<file path="config.mk">
export PLATFORM = sky130hd
export DESIGN_NAME = uart_tx_scheduler
export DESIGN_NICKNAME = d
export VERILOG_FILES = /design/src/rtl/uart_tx_scheduler.sv
export SDC_FILE = /design/constraint.sdc
export NUM_CORES = 1
export LEC_CHECK = 0
export ABC_AREA = 1
export BUFFER_PORTS_ARGS = -buffer_cell sky130_fd_sc_hd__clkbuf_2
export CAP_MARGIN = 20
export CORE_ASPECT_RATIO = 0.6
export CORE_MARGIN = 3
export CORE_UTILIZATION = 45
export CTS_BUF_LIST = sky130_fd_sc_hd__clkbuf_8
export DETAILED_ROUTE_END_ITERATION = 7
export PLACE_DENSITY = 0.7
export SLEW_MARGIN = 20
export SYNTH_ARGS = -nofsm -noshare
export SYNTH_HDL_FRONTEND = slang
export SYNTH_SLANG_ARGS = --single-unit
</file>
<file path="constraint.sdc">
create_clock -name clk -period 2.5 [get_ports clk]
set_input_delay 0.125 -clock clk [delete_from_list [all_inputs] [get_ports clk]]
set_output_delay 0.125 -clock clk [all_outputs]
set_load 0.005 [all_outputs]
</file>
<file path="src/rtl/uart_tx_scheduler.sv">
// Round-robin scheduler sharing one UART TX FIFO write port between four byte sources.
// Define UART_TX_REFRESH_EN to retransmit every source periodically as a keep-alive.
module uart_tx_scheduler #(
    parameter int unsigned GAP_CYCLES     = 16,
    parameter int unsigned REFRESH_CYCLES = 6_500_000
) (
    input  logic       clk,
    input  logic       rst,
    input  logic       tx_en,
    input  logic [7:0] data_src0,
    input  logic [7:0] data_src1,
    input  logic [7:0] data_src2,
    input  logic [7:0] data_src3,
    input  logic       tx_full,
    output logic [7:0] w_data,
    output logic       wr_uart,
    output logic [3:0] pending,
    output logic       busy
);

    localparam int unsigned GapW = $clog2(GAP_CYCLES + 1);

    typedef enum logic [0:0] {StIdle, StGap} state_e;

    state_e            state_q, state_d;
    logic [GapW-1:0]   gap_q, gap_d;
    logic [1:0]        rr_q, rr_d;
    logic [7:0]        w_data_q, w_data_d;
    logic              wr_q, wr_d;
    logic [3:0][7:0]   sent_q, sent_d;
    logic [3:0][7:0]   src;
    logic [3:0]        force_flags;
    logic              grant_valid;
    logic [1:0]        grant_idx;
    logic [1:0]        scan_idx;
    logic              issue;

    assign src = {data_src3, data_src2, data_src1, data_src0};

    always_comb begin
        for (int i = 0; i < 4; i++) begin
            pending[i] = (src[i] != sent_q[i]) | force_flags[i];
        end
    end

    // Scan from the farthest offset down so the nearest pending source wins.
    always_comb begin
        grant_valid = 1'b0;
        grant_idx   = rr_q;
        scan_idx    = '0;
        for (int k = 3; k >= 0; k--) begin
            scan_idx = rr_q + 2'(k);
            if (pending[scan_idx]) begin
                grant_valid = 1'b1;
                grant_idx   = scan_idx;
            end
        end
    end

    assign issue = (state_q == StIdle) && tx_en && !tx_full && grant_valid;

    always_comb begin
        state_d  = state_q;
        gap_d    = gap_q;
        rr_d     = rr_q;
        w_data_d = w_data_q;
        wr_d     = 1'b0;
        sent_d   = sent_q;
        case (state_q)
            StIdle: begin
                if (issue) begin
                    w_data_d          = src[grant_idx];
                    wr_d              = 1'b1;
                    sent_d[grant_idx] = src[grant_idx];
                    rr_d              = grant_idx + 2'd1;
                    gap_d             = GapW'(GAP_CYCLES - 1);
                    state_d           = StGap;
                end
            end
            StGap: begin
                if (gap_q == '0) begin
                    state_d = StIdle;
                end else begin
                    gap_d = gap_q - 1'b1;
                end
            end
            default: state_d = StIdle;
        endcase
    end

    always_ff @(posedge clk or posedge rst) begin
        if (rst) begin
            state_q  <= StIdle;
            gap_q    <= '0;
            rr_q     <= '0;
            w_data_q <= '0;
            wr_q     <= 1'b0;
            sent_q   <= '0;
        end else begin
            state_q  <= state_d;
            gap_q    <= gap_d;
            rr_q     <= rr_d;
            w_data_q <= w_data_d;
            wr_q     <= wr_d;
            sent_q   <= sent_d;
        end
    end

`ifdef UART_TX_REFRESH_EN
    localparam int unsigned RefW = $clog2(REFRESH_CYCLES + 1);

    logic [RefW-1:0] refresh_q, refresh_d;
    logic            refresh_wrap;
    logic [3:0]      force_q, force_d;

    assign refresh_wrap = (refresh_q == RefW'(REFRESH_CYCLES - 1));
    assign refresh_d    = refresh_wrap ? '0 : refresh_q + 1'b1;

    // A wrap on the grant cycle wins so the keep-alive is never lost.
    always_comb begin
        force_d = force_q;
        if (issue) begin
            force_d[grant_idx] = 1'b0;
        end
        if (refresh_wrap) begin
            force_d = 4'hF;
        end
    end

    always_ff @(posedge clk or posedge rst) begin
        if (rst) begin
            refresh_q <= '0;
            force_q   <= '0;
        end else begin
            refresh_q <= refresh_d;
            force_q   <= force_d;
        end
    end

    assign force_flags = force_q;
`else
    assign force_flags = 4'h0;
`endif

    assign w_data  = w_data_q;
    assign wr_uart = wr_q;
    assign busy    = (state_q == StGap);

endmodule

</file>
==> results of run 1 <==
[worst max path at each step]
stage / to / cells past startpoint
6_report: sent_q[22]$_DFFE_PP0P_ / 18
5_1_grt: sent_q[24]$_DFFE_PP0P_ / 18
4_1_cts: sent_q[12]$_DFFE_PP0P_ / 17
3_5_place_dp: sent_q[12]$_DFFE_PP0P_ / 17
3_3_place_gp: sent_q[12]$_DFFE_PP0P_ / 17
2_1_floorplan: sent_q[24]$_DFFE_PP0P_ / 15
[registers in the layout, indices dropped and copies added (netlist names)]
name	count
rr_q	2
busy	1
wr_uart	1
gap_q	5
w_data	8
sent_q	32
[through the flow]
stage	total power (uW)	instances	setup WS (ns)	TNS, ns	util (%)
2_1_floorplan	3120	436	0.539	0	-
3_3_place_gp	3810	574	0.142	0	54.9
3_5_place_dp	3840	574	0.109	0	54.9
4_1_cts	4420	583	0.0949	0	56.7
5_1_grt	4880	583	-0.0114	-0.0183	57.4
6_report	4540	583	0.131	0	57.4
[per-layer routing]
metal	GRT usage, %	vias up	wire (um)
li1	-	1459	-
met2	31.7	104	3530
met5	0	-	0
met3	4.70	13	643
met1	35.4	1389	4420
met4	3.60	0	104
[area by class of cell]
cell class              count  share of cell area [%]
flip-flops and latches     49                    33.3
clock inverters             3                    1.16
repair buffers             63                    9.59
well taps                  84                    2.86
multi-input cells         332                    46.3
inverters                  47                    4.93
clock buffers               5                    1.87
[cell usage after synthesis]
cell type | instances | area, sq um
nor2_4 | 3 | 33.8
nor2_1 | 6 | 22.5
o211ai_1 | 1 | 7.51
nand2_4 | 3 | 33.8
xnor2_1 | 22 | 193
nand3_2 | 12 | 120
a31oi_1 | 1 | 6.26
nor2_2 | 5 | 31.3
nor4_1 | 1 | 6.26
nand2_2 | 9 | 56.3
clkinv_1 | 1 | 3.75
inv_2 | 9 | 33.8
buf_4 | 3 | 22.5
nor2_8 | 2 | 40.0
nand4_1 | 1 | 6.26
dfrtp_1 | 49 | 1230
buf_2 | 4 | 20.0
nor3_4 | 1 | 16.3
buf_6 | 1 | 11.3
xor2_1 | 1 | 8.76
inv_4 | 1 | 6.26
o21ai_0 | 5 | 25.0
nand2_1 | 213 | 800
a21o_1 | 1 | 7.51
xor2_2 | 1 | 16.3
nand3_1 | 42 | 210
inv_1 | 36 | 135
ha_1 | 2 | 25.0
[power breakdown]
group	internal (uW)	leakage, uW	switching [uW]
Sequential	1110	0.000624	266
Clock	297	0.0000595	282
Combinational	894	0.00137	1690
[layout by cell type, fill, tap and decap left out, types with 2 or more instances in the layout]
master    count
inv_1        35
nand3_2      12
nand2_2      12
inv_2        10
nand2_1     209
nor2_4        5
clkbuf_2     49
nor2_1        6
clkbuf_8      5
xnor2_1      22
o21ai_0       5
nand3_1      41
nor2_8        2
inv_4         2
ha_1          2
nor2_2        3
buf_4        13
dfrtp_1      48
nand2_4       4
[timing repair]
| item | 4_1_cts | 5_1_grt |
|---|---|---|
| hold buffers | 1 | 0 |
| endpoints found under the setup margin | 0 | 41 |
| endpoints found under the hold margin | 16 | 0 |
| resized for setup | 0 | 12 |
[cell families (layout without fill, tap and decap cells)]
| kind of cell | after synthesis | count (layout) |
|---|---|---|
| fa+ha+maj | 2 | 2 |
| compound gates | 8 | 8 |
| flops | 49 | 49 |
| simple gates | 298 | 298 |
| buf+inv | 55 | 118 |
| xor+xnor | 24 | 24 |
[critical path: cells and delay by family, from the launching register on]
kind	cells	cell delay, ns
AND/OR/NAND/NOR	15	1.52
XOR/XNOR	1	0.16
buffers and inverters	2	0.24
flip-flops	1	0.40
==> flow_metrics.py, run 1 <==
metrics = {
    "floorplanning": {
        "die_y_um": 70.5,
        "die_w_um": 114,
        "die_area_sq_um": 8010,
        "num_rows": 22,
        "ioPinCount": 50,
        "core_area_sq_um": 6410,
        "start_util_pct": 48.7,
    },
    "cells_and_area": {
        "fillers": 640,
        "nets": 536,
        "layout-drive-gt1-share_pct": 24.6,
        "area_growth_pct": 17.8,
        "fin_area_sq_um": 3680,
        "regArea_sq_um": 1230,
        "multiInputGateArea_sq_um": 1700,
        "antenna_cells": 0,
    },
    "timing": {
        "tightest_slew_ns": 0.436,
        "fin_crit_ns": 2.37,
        "finalClockSkew_ns": 0.00656,
        "post-route-period-util_pct": 94.8,
        "finalSetupViolations": 0,
        "hold_viol_final": 0,
        "slew_headroom_pct": 70.9,
        "max_freq_mhz": 422,
        "slew_viol_final": 0,
        "whs_ns": 0.260,
    },
    "yosys": {
        "synth-compound-area-share_pct": 1.48,
        "netlist-cell-type-count": 28,
        "syn_area_sq_um": 3120,
        "syn_inst": 436,
        "syn_avg_cell_area_sq_um": 7.17,
        "synth.ff_latch_count": 49,
        "synth_mux_area_share_pct": 0,
        "synth-simple-area-share_pct": 44.1,
        "synthXorXnorAreaFrac_pct": 6.97,
        "synthAdderAreaFrac_pct": 0.801,
        "ys_seq_area_share_pct": 39.2,
        "synth_top_family_by_area": "simple AND/OR/NAND/NOR gates",
        "syn_nets": 474,
        "ys_warn_count": 0,
    },
    "global_routing": {
        "antenna_found_initial": 0,
        "overflow": 0,
        "grt_pass1_wl_um": 14100,
        "track_usage_pct": 22.4,
        "grt_max_degree": 34,
        "grt_pass1_vias": 2743,
    },
    "clocking": {
        "cts_sinks": 49,
        "cts_max_path_buffers": 2,
        "cts_setup_buffers": 0,
        "root_buffer": "clkbuf_8",
        "htree_levels": 2,
        "clk_latency_ns": 0.30,
        "cts_tree": "done",
        "numCtsBuffers": 5,
        "clk_pin_slew_worst_paths_ns": 0.10,
    },
    "setup_path": {
        "critPathLaunchType": "register",
        "cp.required_ns": 2.74,
        "worst_setup_path_end_kind": "register",
        "ff2ff_setup_slack_ns": 0.13,
        "critical_path.startpoint": "sent_q[22]$_DFFE_PP0P_",
        "path_class": "reg -> reg",
        "cpMostUsedCell": "nand2_1",
        "cp.arrival_ns": 2.61,
        "path_max_fanout": 11,
        "rr_worst_depth": 18,
        "path_cells": "xnor2_1 -> nand2_1 -> nor2_2 -> nand3_1 -> nand3_2 -> nand2_1 -> clkinv_1 -> nand2_1 -> nand2_2 -> nand2_2 -> nand2_1 -> buf_4 -> nand3_1 -> nand2_1 -> nand2_1 -> nand2_2 -> nand2_1 -> nand2_1",
        "r2r-start": "sent_q[22]$_DFFE_PP0P_",
        "r2r-end": "sent_q[22]$_DFFE_PP0P_",
        "cpPeakStageDelay_ns": 0.40,
        "cp_slowest_cell": "dfrtp_1",
    },
    "power": {
        "ir_drop_v": 0.000599,
        "powerDensity_nw_per_um2": 1230,
        "leakagePower_uw": 0.00205,
    },
    "drt": {
        "via_per_inst": 5.09,
        "drc_errors": 0,
        "ant_nets": 0,
        "firstDrtPassIters": 5,
        "vias": 2965,
        "wirelength_um": 8700,
        "drt_iter0_drc": 294,
        "wl_per_cell_um": 14.9,
    },
    "place": {
        "io_buffers": 49,
        "finalWeightedCongestion": 0.947,
        "place_area_sq_um": 3520,
        "dp_hpwl_um": 6750,
    },
    "job": {
        "cap_viol_max_count": 0,
    },
    "worst_hold_path": {
        "hold_depth": 5,
        "hp-class": "in -> reg",
        "hp-start": "tx_full",
        "min_to": "w_data[2]$_DFFE_PP0P_",
    },
    "outcome": {
        "status": "finished, final reports clean",
    },
}
Power figures use the tool's default switching activity.
==> run 2: changes to the inputs <==
--- a/config.mk
+++ b/config.mk
@@ -10,10 +10,10 @@
 export CAP_MARGIN = 20
 export CORE_ASPECT_RATIO = 0.6
 export CORE_MARGIN = 3
-export CORE_UTILIZATION = 45
+export CORE_UTILIZATION = 59
 export CTS_BUF_LIST = sky130_fd_sc_hd__clkbuf_8
 export DETAILED_ROUTE_END_ITERATION = 7
-export PLACE_DENSITY = 0.7
+export PLACE_DENSITY = 0.87
 export SLEW_MARGIN = 20
 export SYNTH_ARGS = -nofsm -noshare
 export SYNTH_HDL_FRONTEND = slang
==> constraint.sdc (replaced) <==
create_clock -name clk -period 2.5 [get_ports clk]
set_input_delay 0.5 -clock clk [delete_from_list [all_inputs] [get_ports clk]]
set_output_delay 0.5 -clock clk [all_outputs]
set_load 0.005 [all_outputs]
==> flow_metrics.py, run 2 (same netlist as run 1, synthesis figures left out) <==
metrics = {
    "drt": {
        "via_per_inst": 5.51,
        "ant_nets": 0,
        "drt_iter0_drc": 317,
        "wirelength_um": 9120,
        "vias": 3128,
        "wl_per_cell_um": 16.1,
        "firstDrtPassIters": 6,
        "drc_errors": 0,
    },
    "worst_hold_path": {
        "hp-class": "in -> async",
    },
    "timing": {
        "finalSetupViolations": 0,
        "post-route-period-util_pct": 97.9,
        "tightest_slew_ns": 0.617,
        "hold_viol_final": 0,
        "slew_headroom_pct": 58.8,
        "finalClockSkew_ns": 0.00673,
        "slew_viol_final": 0,
        "setup_ws_ns": 0.0536,
        "setup-tns-final_ns": 0,
        "fin_crit_ns": 2.45,
        "max_freq_mhz": 409,
    },
    "floorplanning": {
        "die_w_um": 99.9,
        "start_util_pct": 64.7,
        "ioPinCount": 50,
        "die_area_sq_um": 6230,
        "die_y_um": 62.4,
        "core_area_sq_um": 4830,
        "num_rows": 19,
    },
    "cells_and_area": {
        "nets": 542,
        "layout-drive-gt1-share_pct": 25.7,
        "largest_register": "sent_q",
        "regArea_sq_um": 1230,
        "layoutNonFillerInstCount": 568,
        "antenna_cells": 0,
        "final_common_cell": "nand2_1",
        "multiInputGateArea_sq_um": 1750,
        "final_cell_mix": "210 x nand2_1, 49 x dfrtp_1, 49 x clkbuf_2",
        "fin_area_sq_um": 3770,
        "area_growth_pct": 20.8,
        "largest_reg_flops": 32,
        "fillers": 358,
    },
    "setup_path": {
        "path_class": "reg -> reg",
        "worst_setup_path_end_kind": "register",
        "cp.arrival_ns": 2.66,
        "cp.required_ns": 2.71,
        "path_max_fanout": 7,
        "critPathLaunchType": "register",
    },
    "place": {
        "place_area_sq_um": 3560,
        "io_buffers": 49,
        "placed_cells": 559,
        "place_ws_ns": -0.110,
        "finalWeightedCongestion": 1.04,
        "dp_hpwl_um": 6830,
    },
    "outcome": {
        "status": "finished, final reports clean",
    },
    "clocking": {
        "postCtsHoldBufs": 0,
        "cts_tree": "done",
        "root_buffer": "clkbuf_8",
        "clk_latency_ns": 0.32,
        "cts_sinks": 49,
        "clk_pin_slew_worst_paths_ns": 0.09,
        "cts_max_path_buffers": 2,
        "htree_levels": 2,
        "numCtsBuffers": 5,
    },
    "power": {
        "leakagePower_uw": 0.00211,
        "powerDensity_nw_per_um2": 1280,
        "total_power_uw": 4840,
        "ir_drop_v": 0.000848,
    },
    "job": {
        "cap_viol_max_count": 0,
    },
    "global_routing": {
        "grt_pass1_vias": 2948,
        "track_usage_pct": 29.8,
        "antenna_found_initial": 0,
        "grt_max_degree": 50,
        "overflow": 0,
        "grt_pass1_wl_um": 14400,
    },
}
[run 2: through the flow]
stage	hold WS, ns	util (%)
3_5_place_dp	0.464	73.8
4_1_cts	0.344	76.3
5_1_grt	0.377	78.2
6_report	0.316	78.2
3_3_place_gp	0.461	73.8
2_1_floorplan	0.469	-
[run 2: repair_timing]
action                                  CTS  global route
resized for setup                         0            18
setup buffers                             0             1
endpoints found under the setup margin    0            39
[run 2: layout make-up]
type / instances / area share [%]
multi-input cells: 332 / 46.3
flip-flops and latches: 49 / 32.5
repair buffers: 69 / 11.1
inverters: 47 / 4.81
clock buffers: 6 / 2.19
well taps: 63 / 2.09
clock inverters: 2 / 0.994
[run 2: worst paths after layout]
check                                        from                     to  slack (ns)  cells after the start
setup / recovery           sent_q[31]$_DFFE_PP0P_  sent_q[7]$_DFFE_PP0P_        0.05                     15
hold reg to reg             w_data[6]$_DFFE_PP0P_  w_data[6]$_DFFE_PP0P_        0.49                      2
hold / removal                                rst  w_data[4]$_DFFE_PP0P_        0.32                      3
min in group clk            w_data[6]$_DFFE_PP0P_  w_data[6]$_DFFE_PP0P_        0.49                      2
setup reg to reg           sent_q[31]$_DFFE_PP0P_  sent_q[7]$_DFFE_PP0P_        0.05                     15
max in group asynchronous                     rst    rr_q[1]$_DFFE_PP0P_        1.77                      3
[run 2: worst max-delay path, stage by stage (launching register included)]
cell and delay (ns):
dfrtp_1 0.42, xnor2_1 0.22, nand2_1 0.09, nor2_2 0.18, nand3_1 0.14, nand3_1 0.15
nand2_1 0.12, nor2_1 0.11, nand3_1 0.15, nand2_4 0.16, inv_1 0.10, nand2_4 0.16
nor2_8 0.06, buf_4 0.16, nand2_1 0.07, nand2_1 0.05
[run 2: routing by layer]
layer	routed length, um	GRT usage [%]	part of all wire, %
met5	0	0	0
met1	3800	41.4	42
met4	128	6.64	1.4
met3	1090	11.2	12
met2	4100	44.6	45
[run 2: power by group]
group	switching (uW)	internal [uW]
logic	1850	1000
clock network	290	326
registers	259	1110
==> run 3: changes to the inputs <==
--- a/config.mk
+++ b/config.mk
@@ -6,14 +6,14 @@
 export NUM_CORES = 1
 export LEC_CHECK = 0
 export ABC_AREA = 1
-export BUFFER_PORTS_ARGS = -buffer_cell sky130_fd_sc_hd__clkbuf_2
 export CAP_MARGIN = 20
 export CORE_ASPECT_RATIO = 0.6
-export CORE_MARGIN = 3
-export CORE_UTILIZATION = 59
+export CORE_MARGIN = 2
+export CORE_UTILIZATION = 65
 export CTS_BUF_LIST = sky130_fd_sc_hd__clkbuf_8
 export DETAILED_ROUTE_END_ITERATION = 7
-export PLACE_DENSITY = 0.87
+export DONT_BUFFER_PORTS = 1
+export PLACE_DENSITY = 0.93
 export SLEW_MARGIN = 20
 export SYNTH_ARGS = -nofsm -noshare
 export SYNTH_HDL_FRONTEND = slang
==> flow_metrics.py, run 3 (same netlist as run 1, synthesis figures left out) <==
metrics = {
    "drt": {
        "wl_per_cell_um": 16.2,
        "firstDrtPassIters": 5,
        "drt_iter0_drc": 371,
        "via_per_inst": 5.60,
        "drc_errors": 0,
        "vias": 2904,
        "ant_nets": 0,
        "wirelength_um": 8430,
    },
    "power": {
        "pwr-share-clk_pct": 10.6,
        "ir_drop_v": 0.000698,
        "seqPwrFrac_pct": 31.2,
        "internal_power_uw": 2190,
        "p_comb_share_pct": 58.2,
        "switching_share_pct": 50.4,
        "p_sw_uw": 2230,
        "powerDensity_nw_per_um2": 1290,
        "leakagePower_uw": 0.00188,
    },
    "setup_path": {
        "path_class": "reg -> reg",
        "worst_setup_path_end_kind": "register",
        "path_max_fanout": 11,
        "setup.worst_path.end": "w_data[1]$_DFFE_PP0P_",
        "cpMostUsedCell": "nand2_1",
        "cp_slowest_cell": "dfrtp_1",
        "cpPeakStageDelay_ns": 0.41,
        "cp.required_ns": 2.69,
        "path_cells": "xnor2_1 -> nand2_1 -> nor2_4 -> nand3_1 -> nand3_2 -> nand2_1 -> nand2_1 -> nand2_2 -> nand2_2 -> nand2_1 -> buf_6 -> nand3_1 -> nand2_1 -> nand2_1 -> nand2_2 -> nand2_1 -> nand2_1",
        "r2r-end": "w_data[1]$_DFFE_PP0P_",
        "rr_worst_depth": 17,
        "r2r-start": "sent_q[19]$_DFFE_PP0P_",
        "ff2ff_setup_slack_ns": 0.1,
        "cp.arrival_ns": 2.60,
        "critical_path.startpoint": "sent_q[19]$_DFFE_PP0P_",
        "critPathLaunchType": "register",
    },
    "outcome": {
        "status": "finished, final reports clean",
    },
    "timing": {
        "finalClockSkew_ns": 0.00902,
        "slew_headroom_pct": 57.6,
        "max_freq_mhz": 416,
        "post-route-period-util_pct": 96.2,
        "tightest_slew_ns": 0.635,
        "finalSetupViolations": 0,
        "fin_crit_ns": 2.40,
        "slew_viol_final": 0,
        "hold_viol_final": 0,
        "setup_ws_ns": 0.0956,
    },
    "floorplanning": {
        "core_area_sq_um": 4590,
        "die_w_um": 93.5,
        "die_area_sq_um": 5400,
        "start_util_pct": 68.1,
        "ioPinCount": 50,
        "num_rows": 19,
        "die_y_um": 57.7,
    },
    "clocking": {
        "cts_max_path_buffers": 2,
        "root_buffer": "clkbuf_8",
        "clk_latency_ns": 0.31,
        "htree_levels": 2,
        "clk_pin_slew_worst_paths_ns": 0.09,
        "cts_sinks": 49,
        "numCtsBuffers": 5,
        "cts_tree": "done",
    },
    "place": {
        "place_ws_ns": -0.0174,
        "dp_hpwl_um": 6340,
        "finalWeightedCongestion": 0.993,
        "io_buffers": 0,
    },
    "global_routing": {
        "track_usage_pct": 31.7,
        "antenna_found_initial": 0,
        "grt_pass1_wl_um": 13000,
        "overflow": 0,
        "grt_max_degree": 50,
        "grt_pass1_vias": 2764,
    },
    "worst_hold_path": {
        "hp-class": "in -> async",
    },
    "cells_and_area": {
        "final_common_cell": "nand2_1",
        "nets": 493,
        "layout-drive-gt1-share_pct": 17.1,
        "largest_reg_flops": 32,
        "area_growth_pct": 9.77,
        "multiInputGateArea_sq_um": 1710,
        "largest_register": "sent_q",
        "utilization_pct": 74.7,
        "fillers": 351,
        "final_cell_mix": "210 x nand2_1, 49 x dfrtp_1, 41 x nand3_1",
        "regArea_sq_um": 1230,
        "antenna_cells": 0,
    },
    "job": {
        "cap_viol_max_count": 0,
    },
}
-- run 3: changes by cell type in the layout (fill, tap and decap cells not counted), sizes merged --
cell / previous run / this run
clkbuf: 55 / 5
inv: 46 / 48
bufinv: 1 / 0
clkinv: 1 / 2
clkinvlp: 1 / 0
-- run 3: layout make-up --
type	instances	share of cell area, %
Tap cell	63	2.30
Timing Repair Buffer	20	4.49
Clock buffer	5	2.01
Multi-Input combinational cell	332	49.7
Sequential cell	49	35.8
Inverter	47	5.22
Clock inverter	3	0.511
-- run 3: how the worst min path moves through the flow --
| stage | start | end | slack (ns) | depth (start not counted) |
|---|---|---|---|---|
| 3_3_place_gp | sent_q[0]$_DFFE_PP0P_ | sent_q[0]$_DFFE_PP0P_ | 0.48 | 2 |
| 5_1_grt | rst | sent_q[0]$_DFFE_PP0P_ | 0.27 | 2 |
| 2_1_floorplan | sent_q[30]$_DFFE_PP0P_ | sent_q[30]$_DFFE_PP0P_ | 0.47 | 2 |
| 3_5_place_dp | sent_q[31]$_DFFE_PP0P_ | sent_q[31]$_DFFE_PP0P_ | 0.49 | 2 |
| 6_report | rst | w_data[6]$_DFFE_PP0P_ | 0.23 | 2 |
| 4_1_cts | rst | sent_q[5]$_DFFE_PP0P_ | 0.25 | 2 |
-- run 3: routing by layer --
layer | track usage [%] | wire [um] | vias up | part of all wire (%)
li1 | - | - | 1370 | -
met1 | 45.5 | 3510 | 1345 | 42
met2 | 47.3 | 3770 | 164 | 45
met3 | 8.97 | 1000 | 25 | 12
met4 | 10.1 | 147 | 0 | 1.7
met5 | 0 | 0 | - | 0
-- run 3: critical path: cells and delay by family (launching register included) --
kind,cells,cell delay (ns)
buffers and inverters,1,0.15
and+or+nand+nor,15,1.53
xor gates and xnor gates,1,0.19
DFF,1,0.41
-- run 3: power by group through the flow --
stage,registers [uW],logic [uW],clock network [uW]
6_report,1380,2570,468
3_3_place_gp,1360,2290,0
3_5_place_dp,1380,2370,0
5_1_grt,1410,2780,507
4_1_cts,1370,2380,476
2_1_floorplan,1310,1810,0
-- run 3: through the flow --
step                      instances  setup TNS, ns  cell area, sq um  hold WS, ns  total power [uW]
final                           519              0              3430        0.231              4420
after detailed placement        506        -0.0295              3260        0.487              3750
after floorplan                 436              0              3120        0.469              3120
after global placement          506              0              3260        0.482              3650
after CTS                       514              0              3350        0.249              4220
after global routing            519         -0.125              3430        0.273              4700
-- run 3: repair_timing --
item | CTS | global route
resized for setup | 0 | 10
endpoints found under the setup margin | 0 | 41
hold buffers | 0 | 0
setup buffers | 0 | 5
